$ cat config.mk
export PLATFORM = sky130hd
export DESIGN_NAME = clk_enable_gen
export DESIGN_NICKNAME = d
export VERILOG_FILES = /design/src/rtl/clk_gen_pkg.sv /design/src/rtl/clk_enable_chan.sv /design/src/rtl/clk_enable_gen.sv
export SDC_FILE = /design/constraint.sdc
export NUM_CORES = 1
export LEC_CHECK = 0
export BUFFER_PORTS_ARGS = -buffer_cell sky130_fd_sc_hd__buf_2
export CAP_MARGIN = 20
export CELL_PAD_IN_SITES_DETAIL_PLACEMENT = 1
export CELL_PAD_IN_SITES_GLOBAL_PLACEMENT = 1
export CORE_ASPECT_RATIO = 0.9
export CORE_MARGIN = 5
export CORE_UTILIZATION = 43
export DETAILED_ROUTE_END_ITERATION = 8
export GPL_TIMING_DRIVEN = 0
export PLACE_DENSITY = 0.76
export SKIP_LAST_GASP = 1
export SYNTH_ARGS = -nofsm -noshare
export SYNTH_HDL_FRONTEND = slang
export SYNTH_SLANG_ARGS = --single-unit
$ cat constraint.sdc
create_clock -name clock -period 3.4 [get_ports clock]
set_input_delay 0.34 -clock clock [delete_from_list [all_inputs] [get_ports clock]]
set_output_delay 0.34 -clock clock [all_outputs]
set_load 0.005 [all_outputs]
$ cat src/rtl/clk_gen_pkg.sv
// Shared types and the phase clamp for the clock-enable generator.
package clk_gen_pkg;
   localparam int DIV_W_DEF = 4;
   localparam int DIV_W_MAX = 16;

   typedef logic [DIV_W_MAX-1:0] cfg_field_t;

   typedef struct packed {
      cfg_field_t div;
      cfg_field_t phase;
   } chan_cfg_t;

   // Strobe phase actually used: the programmed phase, clamped into the counter range.
   function automatic cfg_field_t eff_phase(input chan_cfg_t cfg);
      cfg_field_t last;
      last = cfg.div - cfg_field_t'(1);
      if (cfg.div == '0)
         return '0;
      else if (cfg.phase > last)
         return last;
      else
         return cfg.phase;
   endfunction
endpackage

$ cat src/rtl/clk_enable_chan.sv
// One channel: divide counter, phase strobe, square-wave toggle and config apply; outputs registered.
// apply_ok marks edges where a pending config may land (wrap edge or halted channel).
module clk_enable_chan
   import clk_gen_pkg::*;
#(
   parameter int               DIV_W       = DIV_W_DEF,
   parameter logic [DIV_W-1:0] RESET_DIV   = '0,
   parameter logic [DIV_W-1:0] RESET_PHASE = '0
) (
   input  logic             clock,
   input  logic             reset,
   input  logic             sync,
   input  logic             apply,
   input  logic [DIV_W-1:0] apply_div,
   input  logic [DIV_W-1:0] apply_phase,
   output logic             apply_ok,
   output logic             ch_en,
   output logic             ch_clk
);
   // Parking the counter on its last value makes the release edge a wrap, so cycle 0 starts at cnt=0.
   localparam logic [DIV_W-1:0] RESET_CNT = (RESET_DIV == '0) ? '0 : RESET_DIV - DIV_W'(1);

   logic [DIV_W-1:0] div_q, phase_q, cnt_q;
   logic [DIV_W-1:0] new_div, new_phase, cnt_inc, cur_eff, new_eff;
   logic             wrap, halted;
   chan_cfg_t        cur_cfg, new_cfg;

   always_comb begin
      halted    = (div_q == '0);
      wrap      = (cnt_q == div_q - DIV_W'(1));
      apply_ok  = halted || wrap;
      cnt_inc   = wrap ? '0 : cnt_q + DIV_W'(1);
      new_div   = apply ? apply_div : div_q;
      new_phase = apply ? apply_phase : phase_q;
      cur_cfg   = '{div: cfg_field_t'(div_q), phase: cfg_field_t'(phase_q)};
      new_cfg   = '{div: cfg_field_t'(new_div), phase: cfg_field_t'(new_phase)};
      cur_eff   = DIV_W'(eff_phase(cur_cfg));
      new_eff   = DIV_W'(eff_phase(new_cfg));
   end

   always_ff @(posedge clock) begin
      if (!reset) begin
         div_q   <= RESET_DIV;
         phase_q <= RESET_PHASE;
         cnt_q   <= RESET_CNT;
         ch_en   <= 1'b0;
         ch_clk  <= 1'b0;
      end else begin
         div_q   <= new_div;
         phase_q <= new_phase;
         if (sync || apply) begin
            // Realign/reload: strobe follows the new phase, square wave only reset by sync.
            cnt_q <= '0;
            ch_en <= (new_div != '0) && (new_eff == '0);
            if (sync)
               ch_clk <= 1'b0;
         end else if (halted) begin
            cnt_q <= '0;
            ch_en <= 1'b0;
         end else begin
            cnt_q  <= cnt_inc;
            ch_en  <= (cnt_inc == cur_eff);
            ch_clk <= ch_clk ^ ch_en;
         end
      end
   end
endmodule

$ cat src/rtl/clk_enable_gen.sv
// NUM_CH programmable enable strobes and phase clocks on one clock; all outputs registered.
// Single pending config slot: cfg_ready low from accept until the target channel applies it.
module clk_enable_gen
   import clk_gen_pkg::*;
#(
   parameter int                      NUM_CH      = 4,
   parameter int                      DIV_W       = DIV_W_DEF,
   parameter logic [NUM_CH*DIV_W-1:0] RESET_DIV   = {4'd2, 4'd1, 4'd1, 4'd0},
   parameter logic [NUM_CH*DIV_W-1:0] RESET_PHASE = '0
) (
   input  logic              clock,
   input  logic              reset,
   input  logic              sync,
   input  logic              cfg_valid,
   output logic              cfg_ready,
   input  logic [3:0]        cfg_ch,
   input  logic [DIV_W-1:0]  cfg_div,
   input  logic [DIV_W-1:0]  cfg_phase,
   output logic              cfg_done,
   output logic              cfg_err,
   output logic [NUM_CH-1:0] ch_en,
   output logic [NUM_CH-1:0] ch_clk
);
   logic [3:0]        pend_ch;
   logic [DIV_W-1:0]  pend_div, pend_phase;
   logic [NUM_CH-1:0] apply, apply_ok;
   logic              accept, ch_ok;

   assign accept = cfg_valid && cfg_ready;
   assign ch_ok  = ({1'b0, cfg_ch} < 5'(NUM_CH));

   for (genvar i = 0; i < NUM_CH; i++) begin : g_ch
      // cfg_ready low means the slot holds a request.
      assign apply[i] = !cfg_ready && (pend_ch == 4'(i)) && apply_ok[i];

      clk_enable_chan #(
         .DIV_W       (DIV_W),
         .RESET_DIV   (RESET_DIV[i*DIV_W +: DIV_W]),
         .RESET_PHASE (RESET_PHASE[i*DIV_W +: DIV_W])
      ) u_chan (
         .clock       (clock),
         .reset       (reset),
         .sync        (sync),
         .apply       (apply[i]),
         .apply_div   (pend_div),
         .apply_phase (pend_phase),
         .apply_ok    (apply_ok[i]),
         .ch_en       (ch_en[i]),
         .ch_clk      (ch_clk[i])
      );
   end

   always_ff @(posedge clock) begin
      if (!reset) begin
         cfg_ready  <= 1'b1;
         cfg_done   <= 1'b0;
         cfg_err    <= 1'b0;
         pend_ch    <= '0;
         pend_div   <= '0;
         pend_phase <= '0;
      end else begin
         cfg_done <= |apply;
         cfg_err  <= accept && !ch_ok;
         // accept needs an empty slot and apply needs a full one, so they never coincide.
         if (|apply) begin
            cfg_ready <= 1'b1;
         end else if (accept && ch_ok) begin
            cfg_ready  <= 1'b0;
            pend_ch    <= cfg_ch;
            pend_div   <= cfg_div;
            pend_phase <= cfg_phase;
         end
      end
   end
endmodule

==> flow_summary.json <==
{
  "r2r-end": "g_ch[1].u_chan.ch_en",
  "setup_viol": 4,
  "ys.flop_type": "dfxtp_1",
  "r2r_slack_ns": -0.18,
  "holdCritPathClass": "in2reg",
  "cts_buffers": 9,
  "whs_ns": 0.230,
  "layout-drive-gt1-share": 0.267,
  "mappedNetlistNets": 671,
  "worst_pin_slew_ns": 0.947,
  "rsz0062_at_grt": "true",
  "period_minus_slack_ns": 3.58,
  "final_max_slew_viol_count": 0,
  "synth-edff-count": 0,
  "clock_latency_ns": 0.35,
  "critPathLaunchType": "register",
  "max_freq_mhz": 279,
  "finalCritPeriodShare": 1.05,
  "rr_worst_depth": 17,
  "wl_per_cell_um": 21.2,
  "reg2reg_from": "g_ch[1].u_chan.div_q[1]",
  "routed_wl_mm": 18.1,
  "drc": 0,
  "dieArea_um2": 14500,
  "power_mw": 1.93,
  "via_count": 5039,
  "drtAntennaViolNets": 0,
  "violations": "setup timing",
  "io_pins": 27,
  "async_flop_share": 0,
  "cts_tree": "yes",
  "fin_tns_setup_ns": -0.459,
  "hold_viol": 0,
  "setup.worst_path.end": "g_ch[1].u_chan.ch_en",
  "max_stage_delay_ns": 0.35,
  "hp-start": "cfg_phase[2]",
  "endpoint_kind": "register",
  "grt_usage": 0.240,
  "critPathLaunch": "g_ch[1].u_chan.div_q[1]",
  "ys_types": 80,
  "crit_path_cell_trace": "inv_1, ha_4, xnor3_1, nand3_2, or2_1, buf_6, a21oi_4, a21oi_4, ha_4, ha_1, nor2b_1, o21a_1, o21a_1, o21ai_2, a311oi_2, o211ai_1, o41ai_2",
  "drt_first_iter_violations": 296,
  "place_congestion": 0.895,
  "cts_sinks": 71,
  "grt_max_degree": 11,
  "yosysSeqAreaShare": 0.271,
  "criticalPathCategory": "reg2reg",
  "yosys_warnings": 0,
  "grt_pass1_wl_mm": 27.5,
  "worst_slack_ns": -0.182,
  "htreeDepth": 3,
  "port-buffer-count": 26,
  "row_count": 38,
  "clk_pin_slew_ns": 0.06,
  "grt_overflow": 0,
  "hpwl_mm": 12.0,
  "crit_slowest_cell": "dfxtp_2",
  "critPathArrivalTime_ns": 3.80,
  "die_width_um": 126,
  "grt_pass1_vias": 5185,
  "drt-vias-per-instance": 5.90,
  "cp.required_ns": 3.62,
  "leakagePower_nw": 2.63,
  "synth_cells": 613,
  "initial_core_util": 0.437,
  "skew_ns": 0.00658,
  "layout_commonest_cell": "dfxtp_1",
  "cts_hold_buf": 0,
  "area_growth_pct": 25.0,
  "first_pass_iters": 5,
  "worstPathMaxFanout": 6,
  "netlist_area_um2": 5240,
  "vdd_drop_max_mv": 0.237,
  "slew-limit-headroom": 0.363,
  "power.density_nw_per_um2": 294,
  "nets": 748,
  "antenna_found_initial": 0,
  "avgSynthCellArea_um2": 8.55,
  "cts_root_buf": "clkbuf_16",
  "die_y_um": 115,
  "ys_seq_elements": 71,
  "n_antenna_cell": 0,
  "most-common-layout-cells": "61 x dfxtp_1, 51 x nor2_1, 50 x nand2_1",
  "core_area_um2": 12000,
  "cts_buffer_depth": 2,
  "status": "finished, violations left",
  "cap_violations": 0
}
==> cell usage after synthesis (7+ instances only) <==
cell / n / share of area
inv_1: 28 / 0.020
buf_4: 10 / 0.014
mux2_2: 13 / 0.028
nor2_1: 51 / 0.037
xnor2_1: 24 / 0.040
dfxtp_1: 71 / 0.27
nand3_1: 24 / 0.023
xor2_1: 20 / 0.033
and2_1: 17 / 0.020
mux2i_1: 20 / 0.038
clkbuf_1: 12 / 0.0086
o21ai_0: 19 / 0.018
ha_1: 42 / 0.10
o21a_1: 13 / 0.019
nor3_1: 18 / 0.017
nand2_1: 52 / 0.037
nor2b_1: 7 / 0.0084
and3_1: 8 / 0.0096
a21oi_1: 34 / 0.032
o211ai_1: 14 / 0.020
==> how the worst min path moves through the flow <==
stage	slack [ns]	endpoint	depth (start not counted)
2_1_floorplan	0.44	g_ch[3].u_chan.cnt_q[0]	1
3_3_place_gp	0.47	g_ch[1].u_chan.ch_clk	2
3_5_place_dp	0.48	g_ch[2].u_chan.cnt_q[0]	1
4_1_cts	0.23	pend_phase[1]	3
5_1_grt	0.23	pend_phase[1]	3
6_report	0.23	pend_phase[2]	3
==> cell families (layout without fill, tap and decap cells) <==
group                      count (synthesis)  count (layout)  share of synthesized area
muxes                                     35              35                     0.0704
xor gates and xnor gates                  51              51                      0.103
and+or+nand+nor                          224             224                      0.219
AOI/OAI and AO/OA                        132             132                      0.182
DFF                                       71              71                      0.271
adders and majority gates                 42              42                      0.100
buffers and inverters                     58             139                     0.0537
==> worst max-delay path: cells and delay by family, from the launching register on <==
| family | cells | cell delay, ns |
|---|---|---|
| buffers and inverters | 2 | 0.22 |
| adder cells (fa/ha/maj) | 3 | 0.74 |
| AND/OR/NAND/NOR | 3 | 0.53 |
| flip-flops | 1 | 0.35 |
| AO/OA/AOI/OAI | 8 | 1.31 |
| XOR/XNOR | 1 | 0.29 |
==> final cells by class <==
| cell class | count | area, um^2 |
|---|---|---|
| sequential | 71 | 1450 |
| clock inverter | 1 | 5.00 |
| inverter | 29 | 114 |
| timing repair buffer | 66 | 434 |
| fill | 1417 | 5430 |
| clock buffer | 14 | 254 |
| buffer | 29 | 198 |
| multi-input combinational | 484 | 3900 |
| tap | 160 | 200 |
==> layer usage <==
layer / wire length [um] / track usage / share of wire
met1: 7610 / 0.286 / 0.42
met2: 9330 / 0.427 / 0.51
met4: 535 / 0.0843 / 0.029
met3: 659 / 0.0527 / 0.036
met5: 0 / 0 / 0
==> what timing repair did <==
action / 4_1_cts / 5_1_grt
endpoints found under the setup margin: 4 / 4
resized for setup: 58 / 29
pin swaps: 23 / 14
buffers inserted: 23 / 17
==> report_power, final <==
group | internal, mW | switching, mW
logic | 0.0837 | 0.116
clock network | 0.509 | 0.359
registers | 0.843 | 0.0152
total | 1.44 | 0.490
==> flip-flops by register name, indices dropped and copies added (netlist names) <==
| name | count |
|---|---|
| pend_ch | 4 |
| g_ch.u_chan.phase_q | 16 |
| g_ch.u_chan.div_q | 16 |
| pend_phase | 4 |
| g_ch.u_chan.ch_en | 4 |
| cfg_ready | 1 |
| cfg_err | 1 |
| pend_div | 4 |
| g_ch.u_chan.cnt_q | 16 |
| cfg_done | 1 |
| g_ch.u_chan.ch_clk | 4 |
==> stage by stage <==
stage          area (um^2)  instances  utilization  setup WS (ns)
6_report              6550        854        0.547         -0.182
5_1_grt               6550        854        0.547         -0.310
3_3_place_gp          5580        799        0.466         -0.484
4_1_cts               6270        837        0.523        -0.0175
2_1_floorplan         5250        613            -        0.00196
3_5_place_dp          5580        799        0.466         -0.626
Note: power is estimated with default switching activity, not from simulation.
